==> src/rtl/spi_shift_emu.sv <==
// rtl/spi_shift_emu.sv - multi-channel SPI slave shift-register emulator
//
// Optional feature macro: SPI_SHIFT_EMU_ERRCNT_EN (adds err_clr / err_cnt)
//
// Ports:
//   clk         system clock; one SPI bit per rising edge while cs_b is low
//   rst         synchronous active-high reset
//   spi_sel     binary channel select, latched on the first cs_b-low cycle
//   cs_b        active-low chip select
//   mosi        serial data in
//   clk_out     clk pass-through
//   miso        serial data out of the active channel (combinational)
//   rx_data     last completed frame of the channel that received it
//   rx_ch       channel index belonging to rx_data
//   rx_valid    one-cycle pulse when rx_data/rx_ch update
//   frame_abort one-cycle pulse when cs_b rises mid-frame
//   busy        high while a chip-select assertion is being serviced
//   err_clr     (optional) synchronous clear of err_cnt, wins over increment
//   err_cnt     (optional) saturating count of frame_abort pulses
module spi_shift_emu #(
  parameter int NUM_CH    = 2,
  parameter int FRAME_W   = 40,
  parameter bit MSB_FIRST = 1'b1,
  localparam int CH_W     = (NUM_CH > 1) ? $clog2(NUM_CH) : 1
) (
  input  logic               clk,
  input  logic               rst,
  input  logic [CH_W-1:0]    spi_sel,
  input  logic               cs_b,
  input  logic               mosi,
  output logic               clk_out,
  output logic               miso,
  output logic [FRAME_W-1:0] rx_data,
  output logic [CH_W-1:0]    rx_ch,
  output logic               rx_valid,
  output logic               frame_abort,
  output logic               busy
`ifdef SPI_SHIFT_EMU_ERRCNT_EN
  ,
  input  logic               err_clr,
  output logic [7:0]         err_cnt
`endif
);

  localparam int CNT_W = $clog2(FRAME_W);

  typedef enum logic {IDLE, SHIFT} state_t;

  state_t             state;
  state_t             next_state;
  logic [CH_W-1:0]    lock_ch;
  logic [CNT_W-1:0]   bit_cnt;
  logic [FRAME_W-1:0] sr [NUM_CH];

  logic [CH_W-1:0]    act_ch;
  logic               ch_ok;
  logic [FRAME_W-1:0] act_bits;
  logic [FRAME_W-1:0] shifted;
  logic               last_bit;

  assign clk_out  = clk;
  assign last_bit = (bit_cnt == CNT_W'(FRAME_W - 1));

  // State register
  always_ff @(posedge clk) begin
    if (rst) begin
      state <= IDLE;
    end else begin
      state <= next_state;
    end
  end

  // Next-state logic
  always_comb begin
    next_state = state;
    case (state)
      IDLE:    if (!cs_b) next_state = SHIFT;
      SHIFT:   if (cs_b)  next_state = IDLE;
      default: next_state = IDLE;
    endcase
  end

  // Output / channel-select logic. The select is live in IDLE so the very
  // first bit of an assertion already goes to the newly chosen channel.
  // An unimplemented select yields all-zero bits: nothing shifts, miso is 0.
  always_comb begin
    busy     = (state == SHIFT);
    act_ch   = busy ? lock_ch : spi_sel;
    ch_ok    = 1'b0;
    act_bits = '0;
    for (int i = 0; i < NUM_CH; i++) begin
      if (act_ch == CH_W'(i)) begin
        ch_ok    = 1'b1;
        act_bits = sr[i];
      end
    end
    shifted = MSB_FIRST ? {act_bits[FRAME_W-2:0], mosi}
                        : {mosi, act_bits[FRAME_W-1:1]};
    miso    = MSB_FIRST ? act_bits[FRAME_W-1] : act_bits[0];
  end

  // Shift registers: only the active channel moves, others hold their data
  // so a later frame on them replays what they last received.
  always_ff @(posedge clk) begin
    if (rst) begin
      for (int i = 0; i < NUM_CH; i++) sr[i] <= '0;
    end else if (!cs_b) begin
      for (int i = 0; i < NUM_CH; i++) begin
        if (act_ch == CH_W'(i)) sr[i] <= shifted;
      end
    end
  end

  // Frame counting, capture and pulses
  always_ff @(posedge clk) begin
    if (rst) begin
      lock_ch     <= '0;
      bit_cnt     <= '0;
      rx_data     <= '0;
      rx_ch       <= '0;
      rx_valid    <= 1'b0;
      frame_abort <= 1'b0;
    end else begin
      rx_valid    <= 1'b0;
      frame_abort <= 1'b0;
      if (state == IDLE) begin
        if (!cs_b) begin
          lock_ch <= spi_sel;
          bit_cnt <= CNT_W'(1);
        end
      end else if (!cs_b) begin
        if (last_bit) begin
          bit_cnt  <= '0;
          rx_valid <= 1'b1;
          rx_data  <= ch_ok ? shifted : '0;
          rx_ch    <= lock_ch;
        end else begin
          bit_cnt <= bit_cnt + CNT_W'(1);
        end
      end else begin
        // Release on a frame boundary is clean; anywhere else is an abort.
        if (bit_cnt != '0) frame_abort <= 1'b1;
        bit_cnt <= '0;
      end
    end
  end

`ifdef SPI_SHIFT_EMU_ERRCNT_EN
  always_ff @(posedge clk) begin
    if (rst || err_clr) begin
      err_cnt <= '0;
    end else if (frame_abort && (err_cnt != 8'hFF)) begin
      err_cnt <= err_cnt + 8'd1;
    end
  end
`endif

endmodule
==> config.mk <==
export PLATFORM = sky130hd
export DESIGN_NAME = spi_shift_emu
export DESIGN_NICKNAME = d
export VERILOG_FILES = /design/src/rtl/spi_shift_emu.sv
export SDC_FILE = /design/constraint.sdc
export NUM_CORES = 1
export LEC_CHECK = 0
export BUFFER_PORTS_ARGS = -buffer_cell sky130_fd_sc_hd__buf_2
export CAP_MARGIN = 20
export CORE_ASPECT_RATIO = 1.5
export CORE_MARGIN = 1.5
export CORE_UTILIZATION = 58
export DETAILED_ROUTE_END_ITERATION = 12
export PLACE_DENSITY = 0.77
export SYNTH_ARGS = -nofsm -noshare
export SYNTH_HDL_FRONTEND = slang
export SYNTH_SLANG_ARGS = --single-unit
==> constraint.sdc <==
create_clock -name clk -period 6.09 [get_ports clk]
set_clock_uncertainty 0.15 [all_clocks]
set_input_delay 1.218 -clock clk [delete_from_list [all_inputs] [get_ports clk]]
set_output_delay 1.218 -clock clk [all_outputs]
set_load 0.005 [all_outputs]
=== Yosys cells after proc, flatten, opt, wreduce, memory -nomap -nowiden ===
Memories as Yosys holds them, arrays and structs flattened.
Index checks and enable logic that the tools add are counted.

* Reductions and logical operators: 5
* Multiplexer cells: 21
* Add/sub/neg operators: 1
* Equal/unequal tests: 2
* Bitwise operators: 4

{| class="wikitable"
|+ Operator list
! operator !! number
|-
| two-way mux 40 bit || 3
|-
| two-way mux 6 bit || 4
|-
| two-way mux 1 bit || 14
|-
| adder 6 x 1 -> 6 bit (second input constant) || 1
|-
| equality test 6 bit (second input constant) || 1
|-
| nonzero test 6 bit || 1
|-
| OR reduction 3 bit || 2
|-
| AND reduction 3 bit || 1
|-
| inequality test 2 x 1 -> 1 bit (second input constant) || 1
|-
| NOT 1 bit || 2
|-
| OR 1 bit || 2
|-
| AND reduction 2 bit || 1
|}

* Logic and storage cells: 41
* Output and inout port bits: 46
* Flip-flop bits (word level): 51
* Input port bits: 5
* RAM bits: 80
* Memories kept: 1

{| class="wikitable"
|+ Memories
! name !! words !! width !! read ports !! clocked after Yosys merged registers in !! wr ports !! line !! RTL
|-
| sr || 2 || 40 || 2 || 0 || 2 || 53 || <nowiki>logic [FRAME_W-1:0] sr [NUM_CH];</nowiki>
|}

=== Logic depth before layout (Yosys ltp) ===
* Depth after elaboration: 6
* Mapped depth: 6
* Mapped depth without buffers: 4

==> results.py <==
metrics = {
    "pwr": {
        "seqPwrFrac_pct": 47.0,
        "total_power_uw": 2140,
        "pwr-share-comb_pct": 4.8,
        "clkPwrFrac_pct": 48.1,
        "p_sw_share_pct": 20.5,
        "p_per_area_mw_per_mm2": 355,
        "p_switching_uw": 438,
        "p_leak_uw": 0.00236,
        "internal_power_uw": 1700,
        "vdd_drop_max_mv": 0.345,
    },
    "synth": {
        "ys_seq_elements": 131,
        "yosys_warnings": 0,
        "synth_nets": 386,
        "syn_inst": 379,
        "synth_edf_count": 80,
        "synthesis.area_mm2": 0.00513,
        "ys_seq_area_share_pct": 66.7,
        "yosysUniqueCellTypes": 45,
        "synth.avg_cell_area_um2": 13.5,
        "ys.flop_type": "edfxtp_1",
        "synth_top_area_share_pct": 46.8,
        "yosys.area.top_type": "edfxtp_1",
        "async_flop_share_pct": 0,
        "yosys-top-cells-area": "edfxtp_1 47%, dfxtp_1 20%, mux2i_1 7.8%",
    },
    "clocking": {
        "cts.repair.resized": 0,
        "ctsHoldBuffers": 0,
        "clkLatencyLatePin_ns": 0.52,
        "clk_pin_slew_ns": 0.05,
        "postCtsSetupBuffers": 0,
        "cts_tree": "yes",
    },
    "final_layout": {
        "diodes": 0,
        "nFillCells": 613,
        "nets": 431,
        "design_area_mm2": 0.00602,
        "multi_input_area_mm2": 0.00151,
        "drive_above_1_share_pct": 24.7,
        "syn2layout_area_growth_pct": 17.3,
        "regArea_mm2": 0.00342,
    },
    "floorplan": {
        "design.core.area_mm2": 0.00852,
        "die-area_mm2": 0.00943,
        "fp-row-count": 41,
        "io_pins": 51,
        "dieWidth_um": 79.8,
        "die_h_um": 118,
        "initial_core_util_pct": 60.2,
    },
    "hold_path": {
        "holdCritPathClass": "flop to flop",
        "holdCritStartpoint": "rx_ch",
    },
    "timing": {
        "worst_pin_slew_ns": 1.00,
        "relSlewSlack_pct": 33.0,
        "finalSetupViolations": 0,
        "hold_viol": 0,
        "setup_tns_ns": 0,
        "hold_ws_ns": 0.346,
        "maxSlewViolCount": 0,
        "rsz0062_at_grt": "no",
    },
    "critical_path": {
        "critPathMaxStageDelay_ns": 0.12,
        "slowest_stage": "clkbuf_16",
        "path_delay_family": "buffers and inverters",
        "crit_top_cell": "clkbuf_16",
        "r2r_start": "busy",
        "end_kind": "output pin",
        "crit_arrival_ns": 3.40,
        "crit_path_cell_trace": "clkbuf_16 -> clkbuf_16 -> buf_2",
        "crit_buf_inv": 3,
        "worst_setup_path_start_kind": "clock port",
        "critPathRequiredTime_ns": 4.72,
        "cp_max_fo": 2,
        "critical_path_class": "clock port to output pin",
        "crit_path_start": "clk",
    },
    "placement": {
        "port_buffers": 50,
        "place_area_mm2": 0.00537,
        "place_hpwl_mm": 5.80,
        "gp_congestion": 0.760,
    },
    "routing": {
        "drc_errors": 0,
        "drtAntennaViolNets": 0,
        "viasPerCell": 5.86,
        "wl_mm": 10.0,
        "dr.pass1.iters": 6,
        "num_vias": 3190,
        "drtIter0Drc": 179,
        "wl_per_cell_um": 18.4,
    },
    "grt": {
        "overflow": 0,
        "grt_usage_pct": 23.9,
        "grt_max_degree": 54,
        "grt_pass1_wl_mm": 16.3,
        "first_global_vias": 3193,
        "antenna_found_initial": 0,
    },
    "outcome": {
        "outcome": "finished, final reports clean",
    },
    "job": {
        "cap_violations": 0,
    },
}
flip-flops by register name (all words and copies together) (netlist names):
| name | cells |
|---|---|
| lock_ch | 1 |
| bit_cnt | 6 |
| rx_ch | 1 |
| rx_valid | 1 |
| busy | 1 |
| sr | 80 |
| rx_data | 40 |
| frame_abort | 1 |
cell families (layout without fill, tap and decap cells):
group	Yosys count	after routing	share of synthesized area, %
flip-flops	131	131	66.7
AO/OA/AOI/OAI	95	95	13.1
AND/OR/NAND/NOR	69	69	6.66
multiplexers	42	42	8.46
buffers and inverters	39	97	4.41
adder cells (fa/ha/maj)	2	2	0.488
XOR/XNOR	1	1	0.171
worst register-to-register path, delay by kind of cell, from the launching register on:
kind	cells	cell delay (ns)
simple gates	2	1.03
flops	1	0.60
mux	1	0.31
buf+inv	1	0.61
layout by cell type (no fill, tap or decap), types with 2 or more instances in the layout:
cell,netlist,layout
buf_2,10,50
dfxtp_1,51,51
o31ai_1,2,2
a211oi_1,25,25
inv_1,6,6
nand3_1,6,6
o21ai_0,4,3
ha_1,2,2
nor2_1,43,43
buf_4,1,5
edfxtp_1,80,80
clkinv_2,0,4
mux2i_1,40,40
a21oi_1,44,44
clkbuf_8,0,3
clkbuf_1,13,6
a211oi_2,15,15
clkbuf_16,0,20
power by group through the flow:
stage	registers, µW	logic [µW]	clock network, µW
after floorplan	1020	80.5	10.6
after global placement	1020	101	7.13
after detailed placement	1020	104	7.13
after CTS	1010	105	1050
after global routing	1010	114	1090
final	1010	103	1030
metal layers:
layer  share of wire, %  vias up  GRT usage [%]
met5                  0        -              0
met4                2.2        0           11.3
met3                3.2       16           9.42
met2                 53       63           37.4
met1                 42     1608           28.5
li1                   -     1503              -
synthesized netlist by cell type (2+ instances only):
library cell and n:
edfxtp_1 80, dfxtp_1 51, a21oi_1 44, nor2_1 43, mux2i_1 40, a211oi_1 25, a211oi_2 15, clkbuf_1 13
buf_2 10, inv_1 6, nand3_1 6, buf_6 4, o21ai_0 4, buf_8 3, buf_1 2, ha_1 2
nand2_1 2, o31ai_1 2
through the flow:
stage	std cells	setup WS (ns)	util [%]
finish	544	1.32	70.7
global route	544	1.31	70.7
CTS	543	1.32	70.3
detailed placement	508	1.57	63.1
global placement	508	1.57	63.1
floorplan	379	1.11	-
final timing paths:
| check | to | slack, ns | depth (start not counted) |
|---|---|---|---|
| worst max-delay path | clk_out | 1.32 | 3 |
| worst min-delay path | rx_ch | 0.35 | 2 |
| worst max register to register | sr[0][21] | 3.00 | 4 |
| worst min register to register | rx_ch | 0.35 | 2 |
area by class of cell:
type                            instances  area share [%]
Sequential cell                       131            56.9
Timing Repair Buffer                   55            5.16
Multi-Input combinational cell        209            25.0
Tap cell                              107            2.22
Inverter                                6           0.374
Clock buffer                           30            9.46
Clock inverter                          6           0.894
(Power assumes the default switching activity.)
